[config.mk]
export PLATFORM = sky130hd
export DESIGN_NAME = dmux16_stream
export DESIGN_NICKNAME = d
export VERILOG_FILES = /design/src/rtl/dmux16_pkg.sv /design/src/rtl/dmux16_slot.sv /design/src/rtl/dmux16_stream.sv
export SDC_FILE = /design/constraint.sdc
export NUM_CORES = 1
export LEC_CHECK = 0
export CAP_MARGIN = 20
export CORE_MARGIN = 1
export CORE_UTILIZATION = 35
export DETAILED_ROUTE_END_ITERATION = 12
export GPL_TIMING_DRIVEN = 0
export PLACE_DENSITY = 0.68
export SLEW_MARGIN = 20
export SYNTH_ARGS = -nofsm -noshare
export SYNTH_HDL_FRONTEND = slang
export SYNTH_SLANG_ARGS = --single-unit
export TNS_END_PERCENT = 30
[constraint.sdc]
create_clock -name clk -period 1.5 [get_ports clk]
set_input_delay 0.375 -clock clk [delete_from_list [all_inputs] [get_ports clk]]
set_output_delay 0.375 -clock clk [all_outputs]
set_load 0.02 [all_outputs]
[src/rtl/dmux16_pkg.sv]
// ---------------------------------------------------------------------------
// dmux16_pkg
// Shared definitions for the dmux16_stream demultiplexer:
//   WIDTH_DEF / CNT_WIDTH_DEF : default data and counter widths
//   channel_e                 : output channel identifier (A = 0, B = 1)
//   slot_state_e              : occupancy state of a one-entry output buffer
// ---------------------------------------------------------------------------
package dmux16_pkg;

  localparam int WIDTH_DEF     = 16;
  localparam int CNT_WIDTH_DEF = 8;

  typedef enum logic {
    CH_A = 1'b0,
    CH_B = 1'b1
  } channel_e;

  typedef enum logic {
    SLOT_EMPTY = 1'b0,
    SLOT_FULL  = 1'b1
  } slot_state_e;

endpackage : dmux16_pkg

[src/rtl/dmux16_slot.sv]
// ---------------------------------------------------------------------------
// dmux16_slot
// One-entry output buffer with valid/ready handshake and a delivered-word
// counter. A load and a drain in the same cycle reload the buffer without a
// bubble, so a ready consumer sustains one word per cycle.
//
// Ports:
//   clk, reset  : rising-edge clock, asynchronous active-high reset
//   load_i      : write data_i into the buffer this cycle (only when free_o)
//   data_i      : word to store
//   data_o      : buffered word (held stable while valid_o && !ready_i)
//   valid_o     : buffer full
//   ready_i     : consumer takes the word at this edge
//   free_o      : buffer can take a word this cycle (empty or draining)
//   cnt_o       : words delivered to the consumer, wraps at 2^CNT_WIDTH
// ---------------------------------------------------------------------------
module dmux16_slot
  import dmux16_pkg::*;
#(
  parameter int WIDTH     = WIDTH_DEF,
  parameter int CNT_WIDTH = CNT_WIDTH_DEF
) (
  input  logic                 clk,
  input  logic                 reset,
  input  logic                 load_i,
  input  logic [WIDTH-1:0]     data_i,
  output logic [WIDTH-1:0]     data_o,
  output logic                 valid_o,
  input  logic                 ready_i,
  output logic                 free_o,
  output logic [CNT_WIDTH-1:0] cnt_o
);

  slot_state_e          state_q, state_d;
  logic [WIDTH-1:0]     data_q, data_d;
  logic [CNT_WIDTH-1:0] cnt_q, cnt_d;
  logic                 drain;

  // Output handshake completes at the coming edge.
  assign drain = (state_q == SLOT_FULL) && ready_i;

  // State register. The data word is reset too: it is a visible output
  // and must read 0 after reset.
  // NOTE: sequential state uses non-blocking (<=) so every flop samples the
  // pre-edge values of its neighbours; blocking here would create ordering
  // dependencies between always blocks.
  always_ff @(posedge clk or posedge reset) begin
    if (reset) begin
      state_q <= SLOT_EMPTY;
      data_q  <= '0;
      cnt_q   <= '0;
    end else begin
      state_q <= state_d;
      data_q  <= data_d;
      cnt_q   <= cnt_d;
    end
  end

  // Next-state logic.
  // NOTE: every signal assigned in always_comb gets a default first, so no
  // path leaves it unassigned and no latch is inferred.
  always_comb begin
    state_d = state_q;
    data_d  = data_q;
    cnt_d   = cnt_q;
    unique case (state_q)
      SLOT_EMPTY: if (load_i)           state_d = SLOT_FULL;
      SLOT_FULL:  if (drain && !load_i) state_d = SLOT_EMPTY;
      default:                          state_d = SLOT_EMPTY;
    endcase
    // After draining the old word stays on data_o; it is don't-care then.
    if (load_i) data_d = data_i;
    if (drain)  cnt_d  = cnt_q + CNT_WIDTH'(1);
  end

  // Outputs.
  always_comb begin
    valid_o = (state_q == SLOT_FULL);
    free_o  = (state_q == SLOT_EMPTY) || drain;
    data_o  = data_q;
    cnt_o   = cnt_q;
  end

endmodule : dmux16_slot

[src/rtl/dmux16_stream.sv]
// ---------------------------------------------------------------------------
// dmux16_stream
// Streaming 1:2 demultiplexer. One word per cycle is accepted on a
// valid/ready input and steered to output channel A or B, each backed by a
// one-entry buffer (dmux16_slot) with its own handshake and counter.
//
// Configuration macro: DMUX16_ROUND_ROBIN_EN
//   undefined : in_sel picks the target channel (0 = A, 1 = B)
//   defined   : in_sel is ignored; an internal pointer (reset to A) picks the
//               target and toggles after every accepted word. Alternation is
//               strict: a stalled target blocks input even if the other
//               channel is empty.
//
// Ports:
//   clk, reset                  : rising-edge clock, async active-high reset
//   in_data, in_sel             : word and destination, sampled on accept
//   in_valid / in_ready         : input handshake (in_ready is combinational
//                                 and depends only on the target channel)
//   out_a, out_a_valid/_ready   : channel A output and handshake
//   out_b, out_b_valid/_ready   : channel B output and handshake
//   cnt_a, cnt_b                : delivered-word counters (wrap)
//   busy                        : either output buffer holds a word
// ---------------------------------------------------------------------------
module dmux16_stream
  import dmux16_pkg::*;
#(
  parameter int WIDTH     = WIDTH_DEF,
  parameter int CNT_WIDTH = CNT_WIDTH_DEF
) (
  input  logic                 clk,
  input  logic                 reset,
  input  logic [WIDTH-1:0]     in_data,
  input  logic                 in_sel,
  input  logic                 in_valid,
  output logic                 in_ready,
  output logic [WIDTH-1:0]     out_a,
  output logic                 out_a_valid,
  input  logic                 out_a_ready,
  output logic [WIDTH-1:0]     out_b,
  output logic                 out_b_valid,
  input  logic                 out_b_ready,
  output logic [CNT_WIDTH-1:0] cnt_a,
  output logic [CNT_WIDTH-1:0] cnt_b,
  output logic                 busy
);

  channel_e target;
  logic     free_a, free_b;
  logic     target_free;
  logic     accept;
  logic     load_a, load_b;

`ifdef DMUX16_ROUND_ROBIN_EN
  channel_e ptr_q, ptr_d;
  logic     unused_in_sel;

  assign unused_in_sel = in_sel;

  always_ff @(posedge clk or posedge reset) begin
    if (reset) ptr_q <= CH_A;
    else       ptr_q <= ptr_d;
  end

  always_comb begin
    ptr_d = ptr_q;
    if (accept) ptr_d = (ptr_q == CH_A) ? CH_B : CH_A;
  end

  assign target = ptr_q;
`else
  assign target = channel_e'(in_sel);
`endif

  // Only the target channel gates input; the other channel is never looked at.
  assign target_free = (target == CH_A) ? free_a : free_b;
  assign in_ready    = !reset && target_free;
  assign accept      = in_valid && in_ready;
  assign load_a      = accept && (target == CH_A);
  assign load_b      = accept && (target == CH_B);

  dmux16_slot #(
    .WIDTH     (WIDTH),
    .CNT_WIDTH (CNT_WIDTH)
  ) u_slot_a (
    .clk     (clk),
    .reset   (reset),
    .load_i  (load_a),
    .data_i  (in_data),
    .data_o  (out_a),
    .valid_o (out_a_valid),
    .ready_i (out_a_ready),
    .free_o  (free_a),
    .cnt_o   (cnt_a)
  );

  dmux16_slot #(
    .WIDTH     (WIDTH),
    .CNT_WIDTH (CNT_WIDTH)
  ) u_slot_b (
    .clk     (clk),
    .reset   (reset),
    .load_i  (load_b),
    .data_i  (in_data),
    .data_o  (out_b),
    .valid_o (out_b_valid),
    .ready_i (out_b_ready),
    .free_o  (free_b),
    .cnt_o   (cnt_b)
  );

  assign busy = out_a_valid || out_b_valid;

endmodule : dmux16_stream
== Yosys cells after proc, flatten, opt, wreduce, memory -nomap -nowiden ==
Cells that the tools add are included.
Operators by class
  add/sub/neg operators: 2
  multiplexer cells: 7
  bitwise operators: 3
  reductions and logical operators: 14
Operators by type and width (count)
  adder 8 x 1 -> 8 bit (second input constant): 2
  logical AND 1 bit: 8
  two-way mux 1 bit: 5
  case mux 1 bit (2 select lines): 2
  logical NOT 1 bit: 3
  logical OR 1 bit: 3
  NOT 1 bit: 3
Word-level totals
  bits in registers: 50
  input port bits: 22
  output and inout port bits: 52
  word-level logic and storage cells: 32

== Logic depth before layout (Yosys ltp) ==
Gate-level depths: netlist of the first run.
  depth after elaboration: 10
  depth in mapped cells: 5

== Hierarchy ==
Synthesis of the first run repeated with hierarchy kept, for this count alone.
Second synthesis, totals
  cell total of the unflattened synthesis: 139
  area, all modules: 2048.2 um^2
Modules (own cells, without submodules)
  dmux16_slot: times used 2, cells an instance 66, area each 997.2 um^2, seq. area each 625.6 um^2
  dmux16_stream: times used 1, cells an instance 7, area each 53.8 um^2, seq. area each 0.0 um^2

== Worst setup path before layout of the first run ==
OpenSTA, ideal clock, no wires.
  path kind: register to register
  from: register u_slot_b.state_q (netlist: u_slot_b.valid_o)
  to: register u_slot_b.data_q[0] (netlist: u_slot_b.data_o[0])
  library setup time: 125 ps
  arrival: 1340 ps
  required time: 1375 ps
  path slack: 35 ps
  cell stages (with the launch flop): 6
  buffers on the path: 2
  clock period less this slack: 1465 ps
  path through: dfrtp_1 -> nand2b_1 -> and3_1 -> buf_6 -> buf_12 -> mux2_4
Between the ends
  cells in the longest elaborated chain, start to end: 6
  elaborated cells between the ends (all ways): 7
RTL lines
  start: declaration: line dmux16_slot.sv:34  | slot_state_e state_q, state_d;
  start signal: assignment: line dmux16_slot.sv:53  | state_q <= state_d;
  logical AND 1 bit or NOT 1 bit (tied branches)
  logical OR 1 bit (*): line dmux16_slot.sv:79  | free_o = (state_q == SLOT_EMPTY) || drain;
  two-way mux 1 bit (*): line dmux16_stream.sv:75  | assign target_free = (target == CH_A) ? free_a : free_b;
  logical AND 1 bit (*): line dmux16_stream.sv:76  | assign in_ready = !reset && target_free;
  logical AND 1 bit (*): line dmux16_stream.sv:77  | assign accept = in_valid && in_ready;
  logical AND 1 bit (*): line dmux16_stream.sv:79  | assign load_b = accept && (target == CH_B);
  end signal: assignment: line dmux16_slot.sv:54  | data_q <= data_d;
  end: declaration: line dmux16_slot.sv:35  | logic [WIDTH-1:0] data_q, data_d;
Mark *: on every way between the ends. The rest lies on a longest branch, timed or not.
A chain may end at the register's enable or synchronous reset.

== Worst setup path in the final report of the first run ==
  from: register u_slot_a.state_q (netlist: u_slot_a.valid_o)
  to: output port in_ready
Between the ends
  cells in the longest elaborated chain, start to end: 4
  elaborated cells between the ends (all ways): 5
RTL lines
  start: declaration: line dmux16_slot.sv:34
  start signal: assignment: line dmux16_slot.sv:53
  logical AND 1 bit or NOT 1 bit (tied branches)
  logical OR 1 bit (*): line dmux16_slot.sv:79
  two-way mux 1 bit (*): line dmux16_stream.sv:75
  logical AND 1 bit (*): line dmux16_stream.sv:76
  end: declaration: line dmux16_stream.sv:35  | output logic in_ready,
Marked as above.

==> results of run 1 <==
logic make-up (layout without fill, tap and decap cells):
kind of cell,count (synthesis),in the layout
DFF,50,50
muxes,35,35
and+or+nand+nor,32,32
xor gates and xnor gates,14,14
buffers and inverters,4,95
adders and majority gates,2,2
through the flow:
stage | std cells | setup slack [ns] | hold slack, ns
after floorplan | 137 | 0.03457 | 0.4174
after global placement | 282 | -0.7229 | 0.4625
after detailed placement | 283 | -0.7306 | 0.4710
after CTS | 298 | -0.1593 | 0.4098
after global routing | 300 | -0.1621 | 0.4471
final | 300 | -0.09641 | 0.3979
critical path: cells and delay by family (launching register included):
kind | cells | cell delay (ns)
buffers and inverters | 2 | 0.27
and+or+nand+nor | 2 | 0.12
muxes | 1 | 0.17
DFF | 1 | 0.38
path summary, 6_finish.rpt:
path,start,to,slack [ns],cells past startpoint
setup / recovery,u_slot_a.valid_o$_DFF_PP0_,in_ready,-0.1,5
min in group clk,u_slot_b.cnt_o[7]$_DFFE_PP0N_,u_slot_b.cnt_o[7]$_DFFE_PP0N_,0.47,1
setup reg to reg,u_slot_b.valid_o$_DFF_PP0_,u_slot_b.data_o[7]$_DFFE_PP0P_,-0.02,7
hold / removal,reset,u_slot_a.cnt_o[1]$_DFFE_PP0N_,0.40,2
hold reg to reg,u_slot_b.cnt_o[7]$_DFFE_PP0N_,u_slot_b.cnt_o[7]$_DFFE_PP0N_,0.47,1
max in group asynchronous,reset,u_slot_b.valid_o$_DFF_PP0_,0.59,3
layout make-up:
class                      instances  area (sq um)  share of cell area (%)
sequential                        50          1254                   40.91
timing repair buffer              83         800.8                   26.13
multi-input combinational         83         778.2                   25.40
tap                               72         90.09                   2.940
clock buffer                       7         86.33                   2.817
buffer                             3         42.54                   1.388
inverter                           1         7.507                  0.2450
clock inverter                     1         5.005                  0.1633
state kept, by name (all words and copies together) (netlist names):
name and count:
u_slot_a.cnt_o 8, u_slot_b.data_o 16, u_slot_b.valid_o 1, u_slot_a.valid_o 1, u_slot_b.cnt_o 8, u_slot_a.data_o 16
power by group through the flow:
stage	sequential, mW	combinational (mW)	clock (mW)
finish	1.87	1.38	0.798
global route	1.92	1.49	0.894
CTS	1.88	1.39	0.838
detailed placement	1.91	1.56	0
global placement	1.91	1.53	0
floorplan	2.26	0.409	0
layout by cell type (no fill, tap or decap), drive strengths merged:
cell type	Yosys	layout
and4	2	2
buf	3	17
clkdlybuf4s50	0	16
nand4	2	2
xor2	4	4
clkinvlp	0	1
nand3b	1	1
clkinv	0	1
and3	3	3
nor3	2	2
dlygate4sd2	0	51
nor2b	1	1
xnor2	10	10
clkdlybuf4s15	0	2
nand2b	2	2
or2	1	1
nor2	3	3
ha	2	2
nand2	13	13
mux2	34	34
clkbuf	0	7
dfrtp	50	50
mux2i	1	1
nand3	2	2
layer usage:
layer / GRT usage [%] / up-vias
met3: 6.395 / 3
met2: 23.16 / 49
met1: 20.66 / 666
met4: 2.778 / 0
met5: 0 / -
li1: - / 654
timing repair:
action	CTS	global route
cloned	1	0
resized for setup	81	7
pin swaps	1	0
endpoints found under the setup margin	83	23
setup buffers	6	2
==> impl_metrics.tcl, run 1 <==
set metrics [dict create \
    synthFlopType "dfrtp_1" \
    sequentialPowerShare_pct 46.2 \
    yosys.area_share.simple_pct 8.374 \
    synthXorXnorAreaFrac_pct 5.990 \
    p_sw_share_pct 33.39 \
    drt_iter0_markers 33 \
    ioPinCount 74 \
    setup_ws_ns -0.09641 \
    fin_skew_ns 0.007604 \
    tightest_slew_ns 0.6884 \
    avgSynthCellArea_sq_um 14.94 \
    synth_adder_area_share_pct 1.222 \
    synthCells 137 \
    crit_required_ns 1.12 \
    p_sw_mw 1.353 \
    synth_area_sq_um 2047 \
    yosysTopAreaCellShare_pct 61.12 \
    grt_overflow 0 \
    final_area_sq_um 3064 \
    yosys-mux-area-fraction_pct 21.03 \
    root_buffer "clkbuf_8" \
    grtUsageTotal_pct 15.30 \
    yosysUniqueCellTypes 23 \
    routabilityCongestion 0.6887 \
    num_antenna_cells 0 \
    synthArstFlopShare_pct 100.0 \
    cp.arrival_ns 1.22 \
    wl_met2_microns 1990 \
    synth_nets 161 \
    cts_tree "yes" \
    yosysSeqAreaShare_pct 61.12 \
    critPathMaxStageDelay_ns 0.38 \
    min_path_type "in -> async" \
    comb_power_share_pct 34.1 \
    clkSinkCount 50 \
    wire_per_inst_microns 14.18 \
    min_period_ns 1.596 \
    die_h_microns 78.48 \
    area_growth_pct 49.69 \
    critPathCaptureType "primary output" \
    die_width_microns 78.48 \
    synth_top_family_by_area "multiplexers" \
    antenna_found_initial 0 \
    die_area_sq_um 6158 \
    path_class "reg -> out" \
    netlist_top_cells_area "dfrtp_1, mux2_2, mux2_4" \
    fillerInstances 528 \
    max_freq_mhz 626.4 \
    synth_common_cells "dfrtp_1, mux2_2, nand2_1, mux2_4, xnor2_1" \
    cts_hold_buf 0 \
    violations "setup timing" \
    htree_levels 2 \
    synth_compound_area_share_pct 0 \
    status "complete, but fails checks" \
    clkTransAtPathRegs_ns 0.09 \
    grt_max_degree 31 \
    top_layer_used "met4" \
    wl_met3_microns 360 \
    critical_path.startpoint_type "flop" \
    cts_made_buffers 5 \
    num_rows 27 \
    synth-edff-count 0 \
    p_leak_nw 1.477 \
    portBuffers 73 \
    path_cells "buf_6, nand2b_4, mux2i_2, nor2_1, buf_4" \
    ir_drop_mv 0.5324 \
    crit_slowest_cell "dfrtp_2" \
    rsz0062_at_grt "yes" \
    period_share_pct 106.4 \
    placed_area_sq_um 2899 \
    wl_met1_microns 1878 \
    drtAntennaViolNets 0 \
    drv_slew 0 \
    grt_pass1_wl_microns 7217 \
    relSlewSlack_pct 54.01 \
    synth-warning-count 0 \
    core_sq_um 5574 \
    p_total_mw 4.052 \
    postLayoutCoreUtil_pct 54.97 \
    drc_errors 0 \
    pwr_density_cell_nw_per_um2 1322 \
    floorplan.initialDensity_pct 36.72 \
    critPathMaxFanout 3 \
    hold_viol_final 0 \
    via_count 1372 \
    maxCapViolCount 0 \
    place_hpwl_microns 3028 \
    clkPwrFrac_pct 19.7 \
    grt_pass1_vias 1433 \
    cts_buffer_depth 2 \
    wl_microns 4254 \
    drt_pass1_iterations 4 \
    drive_gt1_share_pct 30.26 \
    nets 251 \
    yosysMostFrequentCell "dfrtp_1" \
    setup-violations-final 7 \
    vias_per_cell 4.573 \
    clock_latency_ns 0.30 \
    synth.ff_latch_count 50 \
    setup_tns_ns -0.2694 \
    power.internal_mw 2.699 \
    yosysTopAreaCell "dfrtp_1" \
]
(Power assumes the default switching activity.)
==> run 2, diff against run 1 <==
--- a/config.mk
+++ b/config.mk
@@ -17,2 +17 @@
 export SYNTH_SLANG_ARGS = --single-unit
-export TNS_END_PERCENT = 30
--- a/constraint.sdc
+++ b/constraint.sdc
@@ -3,2 +3,2 @@
 set_output_delay 0.375 -clock clk [all_outputs]
-set_load 0.02 [all_outputs]
+set_load 0.01 [all_outputs]
==> run 2 against run 1 <==
The run still ends with setup timing left. Worst hold slack lost 0.0025 ns. Sequential cell count is the same. Sequential power is 3% lower. Sequential share of layout area fell by 0.95 points. Total power fell by 3.0%. Core utilization grew 1.3 points. Clock power increased by 0.5%. Fmax fell by 0.56%. Global-route usage increased by 0.57 points. Highest routed layer unchanged.
==> impl_metrics.tcl, run 2 (synthesized netlist as in run 1, its figures left out) <==
set metrics [dict create \
    ir_drop_mv 0.5295 \
    wl_microns 4421 \
    clock_latency_ns 0.30 \
    ff2ff_path_depth 6 \
    root_buffer "clkbuf_8" \
    pwr_density_cell_nw_per_um2 1252 \
    routabilityCongestion 0.6887 \
    wire_per_inst_microns 14.31 \
    cts_buffer_depth 2 \
    path_class "reg -> out" \
    ioPinCount 74 \
    drive_gt1_share_pct 32.49 \
    drt_pass1_iterations 3 \
    cp.arrival_ns 1.23 \
    fin_skew_ns 0.007574 \
    grt_max_degree 31 \
    path_cells "buf_6, nand2b_4, mux2i_2, nor2_1, buf_2" \
    clkTransAtPathRegs_ns 0.09 \
    period_share_pct 107.0 \
    drv_slew 0 \
    area_growth_pct 53.24 \
    placedCellCount 283 \
    nets 260 \
    grt_pass1_vias 1507 \
    placed_area_sq_um 2899 \
    layout_common_cells "dlygate4sd2_1, dfrtp_1, mux2_2" \
    critPathMaxFanout 3 \
    crit_slowest_cell "dfrtp_2" \
    drtAntennaViolNets 0 \
    crit_cells 5 \
    place_hpwl_microns 3028 \
    portBuffers 73 \
    pre_cts_ws_ns -0.6627 \
    num_antenna_cells 0 \
    num_rows 27 \
    die_area_sq_um 6158 \
    status "complete, but fails checks" \
    drt_iter0_markers 40 \
    hold_viol_final 0 \
    cts_tree "yes" \
    clkSinkCount 50 \
    via_count 1403 \
    floorplan.initialDensity_pct 36.72 \
    min_path_type "in -> async" \
    critPathMaxStageDelay_ns 0.38 \
    critPathCaptureType "primary output" \
    critical_path.startpoint_type "flop" \
    tightest_slew_ns 0.6888 \
    crit_required_ns 1.12 \
    whs_ns 0.3954 \
    die_h_microns 78.48 \
    layout_commonest_cell "dlygate4sd2_1" \
    max_freq_mhz 622.9 \
    drc_errors 0 \
    core_sq_um 5574 \
    antenna_found_initial 0 \
    grtUsageTotal_pct 15.87 \
    final_area_sq_um 3137 \
    relSlewSlack_pct 53.98 \
    layout.cells.non_filler 309 \
    maxCapViolCount 0 \
    min_period_ns 1.605 \
    rsz0062_at_grt "yes" \
    grt_pass1_wl_microns 7465 \
    critPathTopFamily "flip-flops" \
    grt_overflow 0 \
    violations "setup timing" \
    cp_num_buf_inv 2 \
    p_leak_nw 1.532 \
    die_width_microns 78.48 \
    vias_per_cell 4.540 \
    htree_levels 2 \
    cts_made_buffers 5 \
    setup-violations-final 2 \
    setup_ws_ns -0.1055 \
    setup_tns_ns -0.1844 \
]
[run 2: final timing paths]
path,slack [ns],startpoint,to
setup / recovery,-0.11,u_slot_a.valid_o$_DFF_PP0_,in_ready
hold / removal,0.40,reset,u_slot_a.cnt_o[1]$_DFFE_PP0N_
setup reg to reg,0.04,u_slot_b.valid_o$_DFF_PP0_,u_slot_b.data_o[4]$_DFFE_PP0P_
hold reg to reg,0.47,u_slot_b.cnt_o[7]$_DFFE_PP0N_,u_slot_b.cnt_o[7]$_DFFE_PP0N_
max in group asynchronous,0.59,reset,u_slot_b.valid_o$_DFF_PP0_
min in group clk,0.47,u_slot_b.cnt_o[7]$_DFFE_PP0N_,u_slot_b.cnt_o[7]$_DFFE_PP0N_
[run 2: worst register-to-register path: cells and delay by family, from the launching register on]
family,cells,cell delay (ns)
flip-flops,1,0.41
buffers and inverters,3,0.35
AND/OR/NAND/NOR,2,0.31
multiplexers,1,0.29
[run 2: report_power, final]
part / internal (mW) / switching (mW) / leakage, nW
sequential: 1.65 / 0.172 / 0.612
clock: 0.373 / 0.429 / 0.0482
combinational: 0.766 / 0.541 / 0.872
total: 2.79 / 1.14 / 1.53
[run 2: cell type report]
class                      count  area, sq um
inverter                       1        7.507
timing repair buffer          94        895.9
buffer                         1        11.26
clock buffer                   7        86.33
sequential                    50         1254
clock inverter                 1        5.005
tap                           72        90.09
fill                         527         2437
multi-input combinational     83        787.0
[run 2: routing by layer]
metal	share of wire, %	routed length (microns)	global-route usage [%]	vias to the layer above
met4	0.57	25	2.778	0
li1	-	-	-	674
met3	8.1	360	6.395	3
met2	48	2128	25.79	49
met5	0	0	0	-
met1	43	1906	20.09	677
[run 2: repair_timing]
action,in CTS,in global routing
hold buffers,0,0
pin swaps,1,0
setup endpoints to repair,83,13
gates cloned,1,0
resized for setup,77,5
buffers inserted,16,4
[run 2: stage by stage]
stage	utilization [%]	power [mW]
2_1_floorplan	-	2.430
3_3_place_gp	51.52	3.197
3_5_place_dp	52.01	3.232
4_1_cts	56.05	3.980
5_1_grt	56.27	4.182
6_report	56.27	3.928
==> run 3, diff against run 2 <==
- CORE_MARGIN: 1 -> 5
==> run 3 against run 2 <==
The run still ends with setup timing left. Clock power rose by 19%. Critical path depth did not move. Sequential share of layout area rose by 0.75 points. Worst hold slack got worse by 0.26 ns. Non-clock buffer count fell by 5. Final cell count fell by 1.9%. Core utilization fell by 1.4 points. Die area rose by 21%. Cell area fell by 1.8%. First-iteration DRC count fell by 40%. Via count fell by 1.4%. Sequential cell count did not move. Critical endpoint unchanged. Largest cell class unchanged.
==> impl_metrics.tcl, run 3 (synthesized netlist as in run 1, its figures left out) <==
set metrics [dict create \
    drv_slew 0 \
    layout_commonest_cell "dlygate4sd2_1" \
    drt_pass1_iterations 4 \
    sequentialPowerShare_pct 45.0 \
    status "complete, but fails checks" \
    drive_gt1_share_pct 31.60 \
    place_hpwl_microns 3244 \
    grt_pass1_wl_microns 7431 \
    tightest_slew_ns 0.4944 \
    power.internal_mw 2.919 \
    cp_num_buf_inv 2 \
    maxCapViolCount 0 \
    placed_area_sq_um 2892 \
    clock_latency_ns 0.29 \
    die_width_microns 86.48 \
    setup-violations-final 1 \
    final_area_sq_um 3079 \
    vias_per_cell 4.564 \
    grt_max_degree 30 \
    period_share_pct 101.4 \
    routabilityCongestion 0.6920 \
    num_antenna_cells 0 \
    crit_slowest_cell "clkdlybuf4s15_1" \
    antenna_found_initial 0 \
    critical_path.startpoint_type "input port" \
    critPathMaxStageDelay_ns 0.23 \
    wl_microns 4499 \
    cts_buffer_depth 2 \
    path_cells "clkdlybuf4s15_1, nand2b_4, mux2i_2, nor2_1, buf_2" \
    cp.arrival_ns 1.15 \
    pwr_density_cell_nw_per_um2 1316 \
    cts_tree "yes" \
    nets 255 \
    die_area_sq_um 7478 \
    num_rows 27 \
    drt_iter0_markers 24 \
    relSlewSlack_pct 66.97 \
    path_class "in -> out" \
    violations "setup timing" \
    via_count 1383 \
    p_sw_share_pct 27.95 \
    grt_overflow 0 \
    ioPinCount 74 \
    htree_levels 2 \
    pre_cts_ws_ns -0.7044 \
    rsz0062_at_grt "yes" \
    p_leak_nw 1.501 \
    cts_made_buffers 5 \
    max_freq_mhz 657.2 \
    comb_power_share_pct 31.4 \
    fin_skew_ns 0.007671 \
    clkTransAtPathRegs_ns 0.09 \
    setup_ws_ns -0.02155 \
    portBuffers 73 \
    wire_per_inst_microns 14.85 \
    p_sw_mw 1.133 \
    floorplan.initialDensity_pct 36.50 \
    critPathTopFamily "buffers and inverters" \
    grt_pass1_vias 1457 \
    drc_errors 0 \
    core_sq_um 5608 \
    min_path_type "in -> async" \
    crit_required_ns 1.12 \
    root_buffer "clkbuf_8" \
    die_h_microns 86.48 \
    hold_viol_final 0 \
    grtUsageTotal_pct 12.98 \
    ir_drop_mv 0.5994 \
    critPathMaxFanout 4 \
    min_period_ns 1.522 \
    clkPwrFrac_pct 23.6 \
    critPathCaptureType "primary output" \
    layout_common_cells "dlygate4sd2_1, dfrtp_1, mux2_2" \
    drtAntennaViolNets 0 \
    area_growth_pct 50.43 \
    clkSinkCount 50 \
]
==> run 3: cell count changes in the layout (fill, tap and decap cells not counted), sizes merged <==
cell	delta
buf	-5
bufinv	+1
clkdlybuf4s15	+1
clkinv	-1
dlygate4sd2	-2
==> run 3: timing repair <==
| action | in CTS | in global routing |
|---|---|---|
| hold buffers | 0 | 0 |
| resized for setup | 76 | 5 |
| cloned | 1 | 0 |
| setup buffers | 12 | 0 |
| setup endpoints to repair | 79 | 8 |
| pin swaps | 2 | 0 |
==> run 3: path summary, 6_finish.rpt <==
check / slack (ns) / cells after the start / startpoint / to
min in group clk: 0.45 / 4 / reset / u_slot_b.valid_o$_DFF_PP0_
worst min-delay path: 0.14 / 2 / reset / u_slot_b.cnt_o[1]$_DFFE_PP0N_
worst min register to register: 0.47 / 1 / u_slot_a.cnt_o[7]$_DFFE_PP0N_ / u_slot_a.cnt_o[7]$_DFFE_PP0N_
worst max register to register: 0.04 / 6 / u_slot_b.valid_o$_DFF_PP0_ / u_slot_b.data_o[1]$_DFFE_PP0P_
max in group asynchronous: 0.86 / 3 / reset / u_slot_b.data_o[4]$_DFFE_PP0P_
worst max-delay path: -0.02 / 5 / out_b_ready / in_ready
==> run 3: area by class of cell <==
class / instances / area (sq um)
buffer: 3 / 42.54
tap: 72 / 90.09
inverter: 1 / 7.507
multi-input combinational: 83 / 778.2
sequential: 50 / 1254
timing repair buffer: 87 / 794.5
clock buffer: 6 / 82.58
fill: 519 / 2529
clock inverter: 1 / 30.03
==> run 3: routing by layer <==
layer / part of all wire, % / vias to the layer above / global-route usage (%)
li1: - / 652 / -
met1: 45 / 668 / 16.92
met2: 42 / 58 / 18.08
met3: 13 / 5 / 7.985
met4: 0.84 / 0 / 3.399
met5: 0 / - / 0
==> run 3: power groups by stage <==
| stage | Combinational (mW) | Sequential [mW] | Clock (mW) |
|---|---|---|---|
| after floorplan | 0.406 | 2.02 | 0 |
| after global placement | 1.31 | 1.90 | 0 |
| after detailed placement | 1.33 | 1.91 | 0 |
| after CTS | 1.30 | 1.83 | 0.991 |
| after global routing | 1.40 | 1.88 | 1.06 |
| final | 1.27 | 1.82 | 0.954 |
==> run 3: per-stage QoR <==
step                instances  power (mW)  hold WS (ns)  setup TNS (ns)  utilization (%)
floorplan                 137       2.430        0.4174               0                -
global placement          282       3.212        0.4601          -25.94            51.20
detailed placement        283       3.244        0.4666          -15.08            51.56
CTS                       303       4.121        0.3318        -0.04326            55.11
global route              303       4.334        0.1610         -0.1395            54.91
finish                    303       4.051        0.1374        -0.02155            54.91
==> patch 1: new RTL, config.mk and constraints of run 1 <==
Build with the macro `DMUX16_ROUND_ROBIN_EN` defined.
--- a/src/rtl/dmux16_stream.sv
+++ b/src/rtl/dmux16_stream.sv
@@ -21,6 +21,8 @@
 //   cnt_a, cnt_b                : delivered-word counters (wrap)
 //   busy                        : either output buffer holds a word
 // ---------------------------------------------------------------------------
+`define DMUX16_ROUND_ROBIN_EN
+
 module dmux16_stream
   import dmux16_pkg::*;
 #(
Check against the original RTL: not equivalent (a bounded check fails within 4 cycles, from zero or initial values and one cycle with reset high).
==> patch 1 against run 1 <==
The flow still finishes with violations (setup timing); power is 33% higher; critical path type unchanged; count of clock-buffer cells in the layout is 2 lower; clock skew is 0.0037 ns higher; design area is 0.41% higher; largest cell class unchanged; worst setup slack worse by 0.030 ns; first-iteration DRC count is 39% higher; critical endpoint unchanged; highest routed layer unchanged; synthesized area is 1.8% higher; routed wire length is 3.9% lower; sequential cell count is 1 higher; largest power group is now combinational logic.
==> patch 1: results (changes against run 1) <==
Pwr:
- The portion of total power attributed to combinational logic is 41.7% (was 34.1%).
- The post-layout total power is 5.388 mW (was 4.052 mW).
- The static leakage came to 1.495 nW (was 1.477 nW).
- The worst vdd rail ir drop is 0.0007794 V (was 0.0005324 V).

Placed design:
- The final weighted congestion of routability-driven global placement is 0.7073 (was 0.6887).
- The worst slack at placement was -0.8248 ns (was -0.7306 ns).
- The number of buffers inserted by port buffering is 72 (was 73).
- The post-detailed-placement cell area is 2918 sq um (was 2899 sq um).

Timing:
- The worst-margin pin slew is 0.5925 ns (was 0.6884 ns).
- The aggregate negative setup slack is -0.1922 ns (was -0.2694 ns).
- The final worst slack is -0.1269 ns (was -0.09641 ns).
- The number of setup violations in the final report is 2 (was 7).
- The worst setup skew after layout is 0.01128 ns (was 0.007604 ns).

Route:
- The routed wirelength normalized by instance count came to 13.58 microns (was 14.18 microns).
- The detail-routed via count per cell is 4.611 (was 4.573).
- The DRC marker count from the first detailed-route iteration came to 46 (was 33).

Logic synthesis:
- The register area share after synthesis is 61.26% (was 61.12%).
- The XOR/XNOR share of the synthesized area came to 5.886% (was 5.990%).
- Ranking of synthesized cells by instance count: sky130_fd_sc_hd__dfrtp_1 (51), sky130_fd_sc_hd__mux2_2 (25), sky130_fd_sc_hd__nand2_1 (13) (was sky130_fd_sc_hd__dfrtp_1 (50), sky130_fd_sc_hd__mux2_2 (24), sky130_fd_sc_hd__nand2_1 (13)).
- The net count of the mapped netlist is 163 (was 161).

Global route:
- The total routing usage reported by global routing came to 14.05% (was 15.30%).

Final layout:
- The number of cells in the finished layout apart from fillers is 301 (was 300).
- The share of layout cells above drive strength 1 was 30.13% (was 30.26%).

Setup path:
- The depth of the most critical reg-to-reg path is 4 (was 7).
- The end of the worst register-to-register path is u_slot_a.data_o[6] (was u_slot_b.data_o[7]).

Status:
- Status: finished, violations left (unchanged).
- Violated checks: setup timing (unchanged).
[patch 1: logic make-up (layout without fill, tap and decap cells)]
group / Yosys count / after routing
compound gates: 1 / 1
xor+xnor: 14 / 14
fa+ha+maj: 2 / 2
buf+inv: 3 / 93
flops: 51 / 51
mux: 35 / 35
simple gates: 33 / 33
[patch 1: final cells by class]
cell class	count	area (sq um)
Inverter	1	7.507
Clock buffer	5	68.82
Buffer	2	35.03
Sequential cell	51	1280
Fill cell	521	2531
Multi-Input combinational cell	85	803.3
Tap cell	72	90.09
Timing Repair Buffer	83	754.5
Clock inverter	2	37.54
[patch 1: repair_timing]
action | in CTS | in global routing
setup buffers | 5 | 5
hold endpoints to repair | 0 | 0
setup endpoints to repair | 77 | 13
gates resized for setup | 81 | 3
pin swaps | 1 | 1
[patch 1: layer usage]
metal	part of all wire (%)	global-route usage, %	vias to the layer above
met2	45	21.55	56
met1	44	18.24	669
met5	0	0	-
met3	10	6.092	4
li1	-	-	659
met4	0.66	3.273	0
==> patch 2: new RTL, settings of run 1 <==
Without the edit above. Put a register stage on the output `cnt_b`. The value now appears one clock later. The other outputs are not delayed to match.
--- a/src/rtl/dmux16_stream.sv
+++ b/src/rtl/dmux16_stream.sv
@@ -43,6 +43,8 @@
   output logic [CNT_WIDTH-1:0] cnt_b,
   output logic                 busy
 );
+
+  logic [CNT_WIDTH-1:0] cnt_b_d;
 
   channel_e target;
   logic     free_a, free_b;
@@ -105,9 +107,13 @@
     .valid_o (out_b_valid),
     .ready_i (out_b_ready),
     .free_o  (free_b),
-    .cnt_o   (cnt_b)
+    .cnt_o   (cnt_b_d)
   );
 
   assign busy = out_a_valid || out_b_valid;
 
+  always_ff @(posedge clk) begin
+      cnt_b <= cnt_b_d;
+  end
+
 endmodule : dmux16_stream
Check against the original RTL: not equivalent (a bounded check fails within 4 cycles, from zero or initial values and one cycle with reset high).
==> patch 2 against run 1 <==
The run still ends with setup timing left; hold slack worse by 0.090 ns; power grew 21%; synthesized area up 8.2%; sequential cell count increased by 8; routed wire length increased by 5.5%; worst setup slack better by 0.076 ns; design area is 9.0% higher; core utilization rose by 0.47 points; fmax is 5.0% higher; critical path type unchanged; highest routed layer unchanged.
==> patch 2: results (changes against run 1) <==
Logic synthesis:
- The number of distinct library cells after synthesis is 26 (was 23).
- Ranking of synthesized cells by instance count: sky130_fd_sc_hd__dfrtp_1 (50), sky130_fd_sc_hd__mux2_2 (23), sky130_fd_sc_hd__nand2_1 (13) (was sky130_fd_sc_hd__dfrtp_1 (50), sky130_fd_sc_hd__mux2_2 (24), sky130_fd_sc_hd__nand2_1 (13)).
- The register area share after synthesis is 63.73% (was 61.12%).
- The per-instance average area after synthesis is 15.27 sq um (was 14.94 sq um).
- The share of flip-flops with an asynchronous set or reset after synthesis is 86.21% (was 100.0%).
- Most area-consuming cells after synthesis: sky130_fd_sc_hd__dfrtp_1 (56%), sky130_fd_sc_hd__mux2_2 (12%), sky130_fd_sc_hd__dfxtp_1 (7.2%) (was sky130_fd_sc_hd__dfrtp_1 (61%), sky130_fd_sc_hd__mux2_2 (13%), sky130_fd_sc_hd__mux2_4 (7.3%)).

Global route:
- The maximum number of pins on one net before global-route repair came to 30 (was 31).
- The total routing usage reported by global routing is 14.94% (was 15.30%).

Setup path:
- The end of the worst register-to-register path is u_slot_b.data_o[1] (was u_slot_b.data_o[7]).
- The depth of the most critical reg-to-reg path came to 6 (was 7).
- The critical path data arrival time is 1.15 ns (was 1.22 ns).
- The worst-path maximum fanout was 4 (was 3).
- The largest stage delay on the critical path was 0.41 ns (was 0.38 ns).
- The worst-case register-to-register setup slack is 0.07 ns (was -0.02 ns).
- The launch point of the critical path is u_slot_b.valid_o (was u_slot_a.valid_o).

Placed design:
- The final weighted congestion of routability-driven global placement was 0.7022 (was 0.6887).
- The worst slack at placement is -0.7485 ns (was -0.7306 ns).
- The sum of net half-perimeters after detailed placement is 3036 microns (was 3028 microns).

Route:
- The total wirelength of the detailed-routed design is 4490 microns (was 4254 microns).
- The DRC marker count from the first detailed-route iteration is 41 (was 33).
- The routed wirelength normalized by instance count is 13.94 microns (was 14.18 microns).

Timing:
- The number of setup violations in the final report is 2 (was 7).
- The worst hold slack after final layout is 0.3082 ns (was 0.3979 ns).
- The final worst slack came to -0.02044 ns (was -0.09641 ns).
- The worst-margin pin slew is 0.5039 ns (was 0.6884 ns).
- The aggregate negative setup slack is -0.03637 ns (was -0.2694 ns).

Status:
- Violated checks: setup timing (unchanged).
- Status: finished, violations left (unchanged).

CTS:
- The clock latency on the worst-skew pair came to 0.32 ns (was 0.30 ns).
- The number of H-tree levels is 3 (was 2).

Final layout:
- The core utilization of the finished layout is 55.44% (was 54.97%).
- The number of inserted filler cells in the final layout came to 550 (was 528).
- The net count of the finished layout was 267 (was 251).
patch 2: cell count changes in the layout (fill, tap and decap cells not counted), moves of 2 or more:
cell and change:
sky130_fd_sc_hd__dfxtp_1 +8, sky130_fd_sc_hd__buf_4 +7, sky130_fd_sc_hd__buf_6 -5, sky130_fd_sc_hd__clkbuf_8 +4, sky130_fd_sc_hd__clkbuf_2 +3, sky130_fd_sc_hd__dlygate4sd2_1 -2
patch 2: what timing repair did:
action                                  CTS  global route
pin swaps                                 0             2
gates resized for setup                  72            12
cloned                                    1             1
hold endpoints to repair                  0             0
endpoints found under the setup margin   77            21
setup buffers                             1            11
patch 2: worst max path at each step:
stage and end:
2_1_floorplan u_slot_b.data_o[0], 3_3_place_gp in_ready, 3_5_place_dp in_ready, 4_1_cts u_slot_b.data_o[1]
5_1_grt in_ready, 6_report in_ready
patch 2: final cells by class:
type                            instances  share of cell area [%]
Multi-Input combinational cell         83                   23.45
Buffer                                  2                  0.7865
Timing Repair Buffer                   88                   24.87
Clock buffer                           12                   4.345
Tap cell                               75                   2.809
Clock inverter                          3                   1.199
Inverter                                1                  0.2247
Sequential cell                        58                   42.32
patch 2: logic make-up after synthesis:
family        Yosys count
fa+ha+maj               2
xor+xnor               14
simple gates           32
mux                    35
buf+inv                 4
flops                  58
patch 2: power by group:
| part | switching, mW | total [mW] | internal (mW) |
|---|---|---|---|
| clock network | 0.567 | 1.37 | 0.799 |
| registers | 0.240 | 2.16 | 1.92 |
| logic | 0.695 | 1.36 | 0.660 |
| total | 1.50 | 4.88 | 3.38 |
patch 2: routing by layer:
layer	global-route usage [%]	part of all wire (%)	vias to the layer above
li1	-	-	689
met1	18.44	44	711
met2	21.75	44	63
met3	7.667	10	9
met4	6.429	1.4	0
met5	0	0	-
